**config.mk**
```make
export PLATFORM = sky130hd
export DESIGN_NAME = demod_audio_out
export DESIGN_NICKNAME = d
export VERILOG_FILES = /design/src/rtl/demod_audio_out.sv
export SDC_FILE = /design/constraint.sdc
export NUM_CORES = 1
export LEC_CHECK = 0
export BUFFER_PORTS_ARGS = -buffer_cell sky130_fd_sc_hd__buf_2
export CAP_MARGIN = 0
export CORE_MARGIN = 3
export CORE_UTILIZATION = 40
export DETAILED_ROUTE_END_ITERATION = 10
export HOLD_SLACK_MARGIN = 0.02
export PLACE_DENSITY = 0.63
export SYNTH_ARGS = -nofsm -noshare
export SYNTH_HDL_FRONTEND = slang
export SYNTH_SLANG_ARGS = --single-unit
```
**constraint.sdc**
```tcl
create_clock -name clk_in -period 5.4 [get_ports clk_in]
set_input_delay 0.54 -clock clk_in [delete_from_list [all_inputs] [get_ports clk_in]]
set_output_delay 0.54 -clock clk_in [all_outputs]
set_load 0.02 [all_outputs]
```
**src/rtl/demod_audio_out.sv**
```systemverilog
// Audio back-end: AM/FM/PM source select, AM carrier-DC removal, block-average
// decimation, offset-binary DAC formatting and a small output FIFO.
module demod_audio_out #(
  parameter int IN_WIDTH   = 12,
  parameter int OUT_WIDTH  = 10,
  parameter int DECIM_LOG2 = 3,
  parameter int DC_SHIFT   = 8,
  parameter int FIFO_LOG2  = 2
) (
  input  logic                 clk_in,
  input  logic                 RST,
  input  logic [1:0]           sel,
  input  logic [IN_WIDTH-1:0]  am_in,
  input  logic [IN_WIDTH-1:0]  fm_in,
  input  logic [IN_WIDTH-1:0]  pm_in,
  input  logic                 in_valid,
  output logic [OUT_WIDTH-1:0] out_data,
  output logic                 out_valid,
  input  logic                 out_ready,
  output logic                 overflow,
  output logic [FIFO_LOG2:0]   fifo_level
);

  localparam int IW     = IN_WIDTH;
  localparam int OW     = OUT_WIDTH;
  localparam int YW     = IW + 1;
  localparam int DW     = IW + DC_SHIFT;
  localparam int AW     = IW + 1 + DECIM_LOG2;
  localparam int STAGES = 3;
  localparam int DEPTH  = 1 << FIFO_LOG2;

  localparam logic signed [AW-1:0] S_MAX = AW'((1 << (OW-1)) - 1);
  localparam logic signed [AW-1:0] S_MIN = AW'(-(1 << (OW-1)));
  localparam logic [OW-1:0]        MID   = {1'b1, {(OW-1){1'b0}}};
  localparam logic [FIFO_LOG2:0]   FULL  = (FIFO_LOG2+1)'(DEPTH);

  // vld_pipe[0]: input regs, [1]: mux, [2]: DC removal, [3]: block average ready
  logic [STAGES:0] vld_pipe;

  // stage 0: input capture
  logic [1:0]           sel_in;
  logic signed [IW-1:0] am_r, fm_r, pm_r;

  always_ff @(posedge clk_in) begin
    if (!RST) begin
      sel_in <= '0;
      am_r   <= '0;
      fm_r   <= '0;
      pm_r   <= '0;
    end else if (in_valid) begin
      sel_in <= sel;
      am_r   <= am_in;
      fm_r   <= fm_in;
      pm_r   <= pm_in;
    end
  end

  // stage 1: source mux and restart detect
  logic signed [IW-1:0] x;
  logic [1:0]           sel_r;
  logic                 restart1, is_am1;

  always_ff @(posedge clk_in) begin
    if (!RST) begin
      x        <= '0;
      sel_r    <= '0;
      restart1 <= 1'b0;
      is_am1   <= 1'b0;
    end else if (vld_pipe[0]) begin
      case (sel_in)
        2'b00:   x <= am_r;
        2'b01:   x <= fm_r;
        2'b10:   x <= pm_r;
        default: x <= '0;
      endcase
      sel_r    <= sel_in;
      restart1 <= (sel_in != sel_r);
      is_am1   <= (sel_in == 2'b00);
    end
  end

  // stage 2: DC tracker; a restart sample sees a cleared tracker
  logic signed [DW-1:0] dc, dc_b;
  logic signed [IW-1:0] dc_q;
  logic signed [YW-1:0] y_am, y;
  logic                 restart2;

  always_comb begin
    dc_b = restart1 ? '0 : dc;
    dc_q = dc_b[DW-1:DC_SHIFT];
    y_am = {x[IW-1], x} - {dc_q[IW-1], dc_q};
  end

  always_ff @(posedge clk_in) begin
    if (!RST) begin
      dc       <= '0;
      y        <= '0;
      restart2 <= 1'b0;
    end else if (vld_pipe[1]) begin
      restart2 <= restart1;
      if (is_am1) begin
        y  <= y_am;
        dc <= dc_b + DW'(y_am);
      end else begin
        y  <= {x[IW-1], x};
        dc <= dc_b;
      end
    end
  end

  // stage 3: block accumulate
  logic signed [AW-1:0]   acc, acc_b, sum, avg;
  logic [DECIM_LOG2-1:0]  cnt, cnt_b;
  logic                   blk_end;

  always_comb begin
    acc_b   = restart2 ? '0 : acc;
    cnt_b   = restart2 ? '0 : cnt;
    sum     = acc_b + AW'(y);
    blk_end = (cnt_b == '1);
  end

  always_ff @(posedge clk_in) begin
    if (!RST) begin
      acc <= '0;
      cnt <= '0;
      avg <= '0;
    end else if (vld_pipe[2]) begin
      if (blk_end) begin
        avg <= sum >>> DECIM_LOG2;
        acc <= '0;
        cnt <= '0;
      end else begin
        acc <= sum;
        cnt <= cnt_b + 1'b1;
      end
    end
  end

  always_ff @(posedge clk_in) begin
    if (!RST) vld_pipe <= '0;
    else begin
      vld_pipe[0] <= in_valid;
      vld_pipe[1] <= vld_pipe[0];
      vld_pipe[2] <= vld_pipe[1];
      vld_pipe[3] <= vld_pipe[2] && blk_end;
    end
  end

  // stage 4: rescale, clamp, offset binary
  logic signed [AW-1:0] s_full;
  logic [OW-1:0]        s_sat, word;

  always_comb begin
    s_full = avg >>> (IW - OW);
    if (s_full > S_MAX)      s_sat = {1'b0, {(OW-1){1'b1}}};
    else if (s_full < S_MIN) s_sat = {1'b1, {(OW-1){1'b0}}};
    else                     s_sat = s_full[OW-1:0];
    word = {~s_sat[OW-1], s_sat[OW-2:0]};
  end

  // output FIFO; a full FIFO still accepts a word when it pops the same cycle
  logic [OW-1:0]        mem [DEPTH];
  logic [FIFO_LOG2-1:0] wr_ptr, rd_ptr;
  logic                 push, pop, do_push, full;

  always_comb begin
    full    = (fifo_level == FULL);
    push    = vld_pipe[3];
    pop     = out_valid && out_ready;
    do_push = push && (!full || pop);
  end

  always_ff @(posedge clk_in) begin
    if (do_push) mem[wr_ptr] <= word;
  end

  always_ff @(posedge clk_in) begin
    if (!RST) begin
      wr_ptr     <= '0;
      rd_ptr     <= '0;
      fifo_level <= '0;
      overflow   <= 1'b0;
    end else begin
      if (do_push) wr_ptr <= wr_ptr + 1'b1;
      if (pop)     rd_ptr <= rd_ptr + 1'b1;
      case ({do_push, pop})
        2'b10:   fifo_level <= fifo_level + 1'b1;
        2'b01:   fifo_level <= fifo_level - 1'b1;
        default: fifo_level <= fifo_level;
      endcase
      if (push && !do_push) overflow <= 1'b1;
    end
  end

  assign out_valid = (fifo_level != '0);
  assign out_data  = out_valid ? mem[rd_ptr] : MID;

endmodule

```
==> results.toml <==
[synthesis]
synth_area_um2 = 9230
async_flop_share_pct = 0
postSynthAreaPerCell_um2 = 9.92
synth_top_area_share_pct = 28.6
yosys_warnings = 0
synth_top_area_cell = "dfxtp_1"
synth_nets = 1031
synth-edff-count = 40
netlist_top_cells_area = "dfxtp_1, edfxtp_1, mux2i_1"
synthFlopType = "dfxtp_1"
syn_inst = 930
synth.distinct_cells = 55
seq_area_frac_synth_pct = 41.6
ys_ff_latch = 172

[sta]
holdWs_ps = 354
rsz0062_at_grt = "false"
hold_viol = 0
tightest_slew_ps = 1140
fin_crit_sh_pct = 80.2
max_freq_ghz = 0.231
fin_setup_tns_ps = 0
finClkSkew_ps = 11.4
min_period_ps = 4330
drv_slew = 0
setup_viol = 0
relSlewSlack_pct = 24.1

[route]
ant_nets = 0
vias_per_cell = 5.20
wl_um = 18900
route.detailed.drc = 0
wl_per_cell_um = 15.1
drt_iter0_drc = 327
drt_pass1_iterations = 6
vias = 6522

[clocking]
cts_setup_buffers = 0
cts_resized = 0
cts.sinks = 172
cts_made_buffers = 17
cts.hold.buffers_added = 0
htree_num_levels = 4
path_clk_slew_ps = 80
ctsRootBufferMaster = "clkbuf_16"
clockBufferDepth = 2
insertion_delay_ps = 440
cts_tree = "built"

[worst_setup_path]
path_max_fanout = 16
crit_chain = "buf_4 -> nand2b_1 -> ha_1 -> o21ai_0 -> a21boi_0 -> o211ai_1 -> a21oi_1 -> o31ai_1 -> xnor2_1 -> ha_1 -> nand3_1 -> a211oi_1 -> o21ai_1 -> a31oi_1 -> a211oi_2 -> a21oi_1 -> mux2i_1 -> a31oi_1 -> o31ai_1"
critPathCapture = "dc[19]"
worst_path_largest_cell_delay_ps = 510
cp.required_ps = 5750
slowest_stage = "dfxtp_1"
startpoint = "restart1"
r2r-start = "restart1"
end_kind = "flop"
reg2reg_depth = 19
critPathKind = "reg2reg"
cp_data_arrival_time_ps = 4680
r2r_end = "dc[19]"
r2r_setup_slack_ps = 1070
startpoint_type = "flop"

[hold_path]
min-delay-start = "am_in[1]"
hp-class = "in2reg"

[die]
die_h_um = 158
ios = 57
rows = 54
start_util_pct = 41.5
dieArea_um2 = 24900
fp.dieW_um = 158
core-area_um2 = 22200

[layout]
antenna_cells = 0
final_nets = 1063
syn_to_final_growth_pct = 12.0
mostFrequentLayoutCell = "dfxtp_1"
design_area_um2 = 10300
drive_gt1_share_pct = 12.0
layout_common_cells = "dfxtp_1, nor2b_1, mux2i_1, nand2_1, buf_2"

[place]
dp_hpwl_um = 13200
portBuffers = 56
gp_congestion = 0.860
dpl_cell_area_um2 = 9730

[job]
maxCapViolations = 0

[pwr]
leakage_uw = 0.00438
pwr_density_cell_nw_per_um2 = 324
worst_ir_drop_vdd_v = 0.000203

[run_status]
outcome = "complete, no violations"

[grt]
grt_usage_pct = 15.7
grt-ovfl-total = 0
grt_pass1_vias = 6386
grt_antenna_before_repair = 0
grt_max_degree = 127
grt_first_pass_wirelength_um = 31600
## cell type report
cell class              count  area [um2]
inverters                  37         139
clock buffers              17         425
clock inverters            15         174
repair buffers             63         345
fillers                  2091       11900
well taps                 280         350
multi-input cells         671        5060
flip-flops and latches    172        3840
## routing by layer
| layer | vias to the layer above | GRT usage [%] | part of all wire, % |
|---|---|---|---|
| li1 | 3330 | - | - |
| met1 | 3075 | 19.6 | 46 |
| met2 | 90 | 27.1 | 49 |
| met3 | 27 | 3.28 | 2.9 |
| met4 | 0 | 5.50 | 2.2 |
| met5 | - | 0 | 0 |
## report_power, final
part           total, uW  leakage, uW  switching, uW  internal (uW)
sequential          1430      0.00143           66.1           1360
clock               1220     0.000286            598            624
combinational        701      0.00266            388            313
total               3350      0.00438           1050           2300
## per-stage QoR
stage          total power, uW  util (%)  setup slack [ps]  cells
2_1_floorplan             1980         -              1370    930
3_3_place_gp              2160      43.8              1220   1223
3_5_place_dp              2170      43.8              1120   1223
4_1_cts                   3390      46.5              1060   1255
5_1_grt                   3530      46.5               697   1255
6_report                  3350      46.5              1070   1255
## flip-flops by register name (all words and copies together), names as in the netlist, 3 cells and up, named ones only
name,cells
x,12
pm_r,12
am_r,12
y,13
fifo_level,3
avg,11
acc,16
vld_pipe,4
dc,20
mem,40
cnt,3
fm_r,12
## cells in the mapped netlist (all sizes together) (2+ instances only)
| master | instances |
|---|---|
| nand2b | 17 |
| or2 | 3 |
| xnor2 | 33 |
| clkbuf | 39 |
| o32ai | 2 |
| a21boi | 11 |
| and2 | 36 |
| buf | 11 |
| nand3 | 10 |
| maj3 | 9 |
| a22o | 8 |
| o211ai | 17 |
| mux2i | 71 |
| ha | 55 |
| o22ai | 5 |
| mux4 | 10 |
| a21oi | 43 |
| and3 | 5 |
| nand3b | 2 |
| a211oi | 6 |
| a22oi | 10 |
| o21ai | 27 |
| a31oi | 4 |
| nand2 | 62 |
| nor2b | 106 |
| o211a | 20 |
| a21o | 10 |
| dfxtp | 132 |
| o21a | 5 |
| xor2 | 10 |
| edfxtp | 40 |
| nor3 | 12 |
| or3 | 3 |
| inv | 37 |
| nor2 | 38 |
| o31ai | 7 |
| fa | 4 |
## logic make-up after synthesis
group | after synthesis | synth area share (%)
muxes | 81 | 10.1
DFF | 172 | 41.6
AOI/OAI and AO/OA | 180 | 13.9
adders and majority gates | 68 | 9.30
buffers and inverters | 87 | 3.58
xor gates and xnor gates | 43 | 4.08
and+or+nand+nor | 299 | 17.4
## critical path: cells and delay by family, from the launching register on
| family | cells | cell delay (ps) |
|---|---|---|
| AO/OA/AOI/OAI | 12 | 2090 |
| multiplexers | 1 | 260 |
| XOR/XNOR | 1 | 180 |
| AND/OR/NAND/NOR | 2 | 280 |
| flip-flops | 1 | 510 |
| buffers and inverters | 1 | 260 |
| adder cells (fa/ha/maj) | 2 | 670 |
## how the worst min path moves through the flow
stage               to  slack, ps  cells after the start
2_1_floorplan   dc[19]        440                      2
3_3_place_gp    cnt[0]        450                      1
3_5_place_dp    avg[2]        470                      2
4_1_cts        fm_r[1]        350                      3
5_1_grt        fm_r[1]        350                      3
6_report       am_r[1]        350                      3
Power figures use the tool's default switching activity.
